===== config.mk =====
export PLATFORM = sky130hd
export DESIGN_NAME = fifo_wr_arbiter
export DESIGN_NICKNAME = d
export VERILOG_FILES = /design/src/rtl/fifo_arb_pkg.sv /design/src/rtl/sat_counter.sv /design/src/rtl/fifo_wr_arbiter.sv
export SDC_FILE = /design/constraint.sdc
export NUM_CORES = 1
export LEC_CHECK = 0
export ABC_AREA = 0
export CAP_MARGIN = 10
export CORE_MARGIN = 3
export CORE_UTILIZATION = 35
export DETAILED_ROUTE_END_ITERATION = 8
export HOLD_SLACK_MARGIN = 0.05
export PLACE_DENSITY = 0.74
export SYNTH_ARGS = -nofsm -noshare
export SYNTH_HDL_FRONTEND = slang
export SYNTH_SLANG_ARGS = --single-unit

===== constraint.sdc =====
create_clock -name clk -period 1.8 [get_ports clk]
set_input_delay 0.36 -clock clk [delete_from_list [all_inputs] [get_ports clk]]
set_output_delay 0.36 -clock clk [all_outputs]
set_load 0.005 [all_outputs]

===== src/rtl/fifo_arb_pkg.sv =====
// Shared types and constants for the two-producer FIFO write arbiter.
package fifo_arb_pkg;

  localparam int unsigned BURST_MAX_DEF = 4;
  localparam int unsigned BCNT_W        = 4;
  localparam int unsigned STAT_W        = 16;

  typedef enum logic [1:0] {
    IDLE   = 2'b00,
    GRANT0 = 2'b01,
    GRANT1 = 2'b10
  } arb_state_e;

endpackage


===== src/rtl/sat_counter.sv =====
// Up-counter that sticks at all-ones instead of wrapping.
module sat_counter #(
  parameter int unsigned       WIDTH = 16,
  parameter logic [WIDTH-1:0]  INIT  = '0
) (
  input  logic             clk,
  input  logic             rst,
  input  logic             inc_i,
  output logic [WIDTH-1:0] cnt_o
);

  logic [WIDTH-1:0] cnt_q;

  always_ff @(posedge clk) begin
    if (rst) begin
      cnt_q <= INIT;
    end else if (inc_i && (cnt_q != '1)) begin
      cnt_q <= cnt_q + WIDTH'(1);
    end
  end

  assign cnt_o = cnt_q;

endmodule


===== src/rtl/fifo_wr_arbiter.sv =====
// Two-producer burst arbiter feeding one shared FIFO write port.
// Define FIFO_ARB_STATS_EN to add per-producer accepted-beat counters.
module fifo_wr_arbiter
  import fifo_arb_pkg::*;
#(
  parameter int unsigned DATA_W    = 8,
  parameter int unsigned BURST_MAX = BURST_MAX_DEF
) (
  input  logic              clk,
  input  logic              rst,
  input  logic              req0_valid,
  input  logic [DATA_W-1:0] req0_data,
  output logic              req0_ready,
  input  logic              req1_valid,
  input  logic [DATA_W-1:0] req1_data,
  output logic              req1_ready,
  output logic              fifo_wr_en,
  output logic [DATA_W-1:0] fifo_din,
  input  logic              fifo_full,
  output logic [1:0]        owner
`ifdef FIFO_ARB_STATS_EN
  ,
  output logic [STAT_W-1:0] grant_cnt0,
  output logic [STAT_W-1:0] grant_cnt1
`endif
);

  localparam logic [BCNT_W-1:0] BURST_LIM = BCNT_W'(BURST_MAX);

  arb_state_e        state_q, state_d;
  logic [BCNT_W-1:0] cnt_q, cnt_d;
  logic              last_q, last_d;   // 0 = req0 last granted, 1 = req1
  logic              own_sel;
  logic              own_valid;
  logic              oth_valid;
  logic              accept;
  logic              release_c;

  always_ff @(posedge clk) begin
    if (rst) begin
      state_q <= IDLE;
      cnt_q   <= '0;
      last_q  <= 1'b1;
    end else begin
      state_q <= state_d;
      cnt_q   <= cnt_d;
      last_q  <= last_d;
    end
  end

  always_comb begin
    state_d    = state_q;
    cnt_d      = cnt_q;
    last_d     = last_q;
    req0_ready = 1'b0;
    req1_ready = 1'b0;
    fifo_wr_en = 1'b0;
    fifo_din   = '0;
    owner      = 2'b00;
    own_sel    = (state_q == GRANT1);
    own_valid  = 1'b0;
    oth_valid  = 1'b0;
    accept     = 1'b0;
    release_c  = 1'b0;

    case (state_q)
      GRANT0, GRANT1: begin
        own_valid  = own_sel ? req1_valid : req0_valid;
        oth_valid  = own_sel ? req0_valid : req1_valid;
        owner      = own_sel ? 2'b10 : 2'b01;
        req0_ready = !own_sel && !fifo_full;
        req1_ready = own_sel && !fifo_full;
        fifo_din   = own_sel ? req1_data : req0_data;
        accept     = own_valid && !fifo_full;
        fifo_wr_en = accept;
        release_c  = !own_valid || (accept && (BCNT_W'(cnt_q + BCNT_W'(1)) == BURST_LIM));
        if (accept) begin
          cnt_d = BCNT_W'(cnt_q + BCNT_W'(1));
        end
        // Prefer handing over to a waiting peer; otherwise restart own burst.
        if (release_c) begin
          cnt_d = '0;
          if (oth_valid) begin
            state_d = own_sel ? GRANT0 : GRANT1;
            last_d  = !own_sel;
          end else if (own_valid) begin
            state_d = state_q;
            last_d  = own_sel;
          end else begin
            state_d = IDLE;
          end
        end
      end
      default: begin
        if (req0_valid && (!req1_valid || last_q)) begin
          state_d = GRANT0;
          last_d  = 1'b0;
          cnt_d   = '0;
        end else if (req1_valid) begin
          state_d = GRANT1;
          last_d  = 1'b1;
          cnt_d   = '0;
        end
      end
    endcase
  end

`ifdef FIFO_ARB_STATS_EN
  sat_counter #(.WIDTH(STAT_W)) u_stat0 (
    .clk   (clk),
    .rst   (rst),
    .inc_i (req0_valid && req0_ready),
    .cnt_o (grant_cnt0)
  );

  sat_counter #(.WIDTH(STAT_W)) u_stat1 (
    .clk   (clk),
    .rst   (rst),
    .inc_i (req1_valid && req1_ready),
    .cnt_o (grant_cnt1)
  );
`endif

endmodule


==> After elaboration in Yosys (flattened, before gate mapping) <==
Cells that the tools add are included.
{ "word_totals": {"register_bits": 7, "output_inout_bits": 13, "word_cells": 54} }
{ "classes": {"n_reduce_logical": 16, "muxes": 27, "n_eq_ne": 7, "add_sub_neg": 1} }
{ "ops": {"columns": ["op", "n"], "rows": [
  ["two-way mux 4 bit", 5],
  ["two-way mux 2 bit", 9],
  ["two-way mux 8 bit", 2],
  ["two-way mux 1 bit", 11],
  ["!= test 3 bit, second input constant", 3],
  ["AND reduction 3 bit", 2],
  ["logical AND 1 bit", 5],
  ["adder 4 x 1 -> 4 bit, second input constant", 1],
  ["== test 4 x 3 -> 1 bit, second input constant", 1],
  ["zero test 1 bit", 4],
  ["nonzero test 3 bit", 1],
  ["== test 2 x 1 -> 1 bit, second input constant", 1],
  ["== test 2 bit, second input constant", 1],
  ["logical OR 1 bit", 2],
  ["!= test 2 bit, second input constant", 1],
  ["AND reduction 2 bit", 1],
  ["OR reduction 2 bit", 1]
]} }

==> Logic depth before layout (Yosys ltp) <==
{ "logic_depth": {"word_depth": 7, "mapped_depth": 7, "ltp_nobuf": 6} }

==> Worst setup path after synthesis <==
OpenSTA, ideal clock, no wires.
{ "synth_timing": {"path_kind": "reg2out", "from": "reg state_q[0]", "to": "out fifo_din[0]", "setup_slack_ns": 0.043, "path_buffers": 2, "t_required_ns": 1.440, "path_stages_with_launch": 7, "arrival_ns": 1.397, "path_cell_list": "dfxtp_1 -> inv_1 -> ha_1 -> buf_2 -> buf_1 -> mux2i_1 -> nor2_1"} }
{ "synth_via": {"elab_chain_len": 3, "word_cells_on_any_way": 5, "classes_between": "eq/ne: 2; mux: 2; reduce/logical: 1"} }
{ "synth_lines": {"columns": ["element", "line", "rtl"], "rows": [
  ["start, declared", "fifo_wr_arbiter.sv:30", "arb_state_e state_q, state_d;"],
  ["start signal, assigned", "fifo_wr_arbiter.sv:45", "state_q <= state_d;"],
  ["== test 2 bit / == test 2 x 1 -> 1 bit (equally long branches)", "fifo_wr_arbiter.sv:60, fifo_wr_arbiter.sv:66", null],
  ["two-way mux 8 bit / OR reduction 2 bit (equally long branches)", "fifo_wr_arbiter.sv:73, fifo_wr_arbiter.sv:66", null],
  ["two-way mux 8 bit *", "fifo_wr_arbiter.sv:66", "case (state_q)"],
  ["end, declared", "fifo_wr_arbiter.sv:18", "output logic [DATA_W-1:0] fifo_din,"]
]} }
Every way passes the cells marked *; elsewhere a longest branch is shown, timed or not.

==> Worst setup path in the final report <==
{ "layout_timing": {"from": "reg state_q[0]", "to": "out fifo_din[6]"} }
The elaborated chain is that of the path after synthesis.

==> metrics.md <==
| Metric | Value |
|---|---|
| Simple-gate share of the synthesized area | 0.307 |
| Drt drc | 0 |
| Post-synth net total | 110 |
| Critical-path top delay cell | dfxtp_2 |
| Fmax | around 560 MHz |
| FF-to-FF setup slack | 0.05 ns |
| Ports | 34 |
| H-Tree Depth | 1 |
| Port bufs | 33 |
| Count leader, synth | nor2_1 |
| Routed vias | 836 |
| Ys async rst share | 0 |
| Synth cell count leaders | 14 x nor2_1, 11 x mux2i_1, 7 x dfxtp_1 |
| Hold Path Class | reg2reg |
| Register area share after synthesis | 0.208 |
| DR WL/cell | 15.2 um |
| CP Data Arrival Time | 1.41 ns |
| Worst-Margin Slew | 0.416 ns |
| CTS tree | built |
| Vias in the first global route | 932 |
| Area contributors post-synth | dfxtp_1 21%, mux2i_1 16%, nor2_1 7.8%, ha_1 5.6%, nand2b_1 3.7% |
| Max IR drop VDD | 0.747 mV |
| CP top delay family | buffers and inverters |
| Post-synthesis compound-gate area fraction | 0.204 |
| Clock buffer count from CTS | 3 |
| Psw | 659 uW |
| Highest cell delay on the worst timing path | 0.32 ns |
| Worst setup SP type | register |
| Final net count | 160 |
| Antenna violations before repair | 0 |
| Routability cong. | 0.843 |
| Switching Fraction | 0.421 |
| All-Layer GR Usage | 0.221 |
| CP endpoint kind | primary output |
| CTS clk-pin slew, worst paths | 0.06 ns |
| Share of the synthesized area in the top cell type | 0.208 |
| Syn Inst Count | between 80 and 90 |
| Final Slew Violations | 0 |
| MaxCap Viol Count | 0 |
| Cells after DPL | 155 |
| Final Cycle Share | 0.984 |
| Starting Density | 0.382 |
| Chip width | 49.9 um |
| Drt pass-1 iters | 4 |
| Synth cell types | 33 |
| Register share of total power | 0.139 |
| Post-Route WL | 2440 um |
| Final Hold Fails | 0 |
| Worst Path Required | between 1 and 1.5 ns |
| Final cell count without fillers | 160 |
| Placed Area | 1140 um2 |
| DIE HEIGHT | roughly 50 um |
| Clk_lat worst skew | 0.26 ns |
| Xor/xnor cell area share of the yosys netlist | 0 |
| Int Power | 905 uW |
| Final setup fails | 0 |
| Synth Warn # | 0 |
| Leak pwr | 0.000510 uW |
| Top_reg_cell synth | dfxtp_1 |
| Synth Area per Inst | 7.83 um2 |
| Clock Sinks | 7 |
| Synth Cell Area | 673 um2 |
| Post-route cell area | 1210 um2 |
| Gate power share | 0.764 |
| Hpwl dp | 1890 um |
| RSZ-0062 raised after global routing | true |
| First-pass GRT wire length | 4120 um |
| Initial drt markers | 11 |
| Yosys top cell by area | dfxtp_1 |
| Period minus WS final | 1.77 ns |
| Status | complete, no violations |
| Mux contribution to synthesized area | 0.164 |
| Synthesis-to-finish area growth | 79.6% |
| Headroom to the max-slew limit | 0.720 |
| Clock Path Buffers | 2 |
| Synth Register Bits | 7 |
| Critical path class | reg2out |
| Clock share of power | 0.097 |
| Rows | 15 |
| Post-synth EDFFs | 0 |
| Worst-path fanout max | 4 |
| Power Density | between 1000 and 1500 nW/um2 |
| Hold Buf Count CTS | 0 |
| Main combinational cell family by area after synthesis | simple AND/OR/NAND/NOR gates |
| CP Cell Sequence | inv_2, ha_4, buf_12, buf_8, mux2i_1, nor2_1, buf_2 |
| N_diodes | 0 |
| CTS root buffer | clkbuf_4 |
| Routed Antenna Nets | 0 |
| Critical path buffers and inverters | 4 |
| Die Area | 2490 um2 |
| Post-Route Skew | around 0.0094 ns |
| Core Area | 1760 um2 |
| Total global routing overflow | 0 |
| DR vias/cell | 5.23 |
| Largest net degree at the start of global routing | 9 |
| Post-synthesis adder-cell area fraction | 0.0558 |
| Layout cell share with drive strength beyond 1 | 0.341 |
## per-layer routing
layer	vias up	wire length (um)	track usage
met5	-	0	0
met4	0	123	0.157
met3	15	85	0.0574
met2	20	1330	0.390
met1	385	902	0.222
li1	416	-	-
## cells by family after synthesis
kind of cell | after synthesis
and+or+nand+nor | 38
AOI/OAI and AO/OA | 17
muxes | 11
buffers and inverters | 10
DFF | 7
adders and majority gates | 3
## area by class of cell
type                       instances  area (um2)
sequential                         7         148
inverter                           4        15.0
timing repair buffer              51         437
fill                             163         556
tap                               25        31.3
clock buffer                       4        26.3
multi-input combinational         69         552
## layout by cell type, fill, tap and decap left out, drive strengths merged
master          n
ha              3
dfxtp           7
nor2           14
clkbuf          5
o211a           2
nand4           1
nand2           2
nand4b          1
or4b            1
a32oi           2
nand2b          4
clkdlybuf4s15   1
and2b           2
inv             4
o31ai           3
a31oi           1
a211oi          1
nor2b           2
a21boi          1
a311oi          1
nor3            5
dlygate4sd2     2
nor4b           1
nor4            1
o21ai           3
a21oi           2
or3b            1
clkdlybuf4s50  20
nand3           3
o2111ai         1
buf            27
mux2i          11
## final timing paths
kind / from / endpoint / depth (start not counted)
worst min-delay path: cnt_q[1] / cnt_q[1] / 2
worst max register to register: cnt_q[1] / state_q[0] / 5
worst max-delay path: state_q[0] / fifo_din[6] / 7
worst min register to register: cnt_q[1] / cnt_q[1] / 2
## per-stage QoR
step	total power, uW	utilization	worst slack (ns)	hold slack [ns]	TNS, ns
2_1_floorplan	766	-	0.0428	0.466	0
3_3_place_gp	1290	0.644	-0.226	0.511	-1.76
3_5_place_dp	1340	0.644	-0.306	0.522	-2.36
4_1_cts	1530	0.676	-0.0310	0.535	-0.0310
5_1_grt	1680	0.685	-0.0256	0.581	-0.0833
6_report	1560	0.685	0.0292	0.524	0
## what timing repair did
item | CTS | global route
buffers inserted | 2 | 0
endpoints found under the setup margin | 15 | 13
gates resized for setup | 51 | 13
pin swaps | 7 | 3
cloned | 0 | 0
## registers in the layout, indices dropped and copies added (netlist names)
register  count
last_q        1
cnt_q         4
state_q       2
## power groups by stage
| stage | registers [uW] | clock network, uW | logic (uW) |
|---|---|---|---|
| final | 217 | 151 | 1200 |
| after detailed placement | 208 | 0 | 1130 |
| after global routing | 221 | 160 | 1300 |
| after global placement | 208 | 0 | 1080 |
| after floorplan | 210 | 0 | 557 |
| after CTS | 217 | 155 | 1150 |
## tightest hold or removal path, stage by stage, from the launching register on
cell and delay (ns):
dfxtp_4 0.36, a32oi_1 0.06, nor2_1 0.07
(Power assumes the default switching activity.)
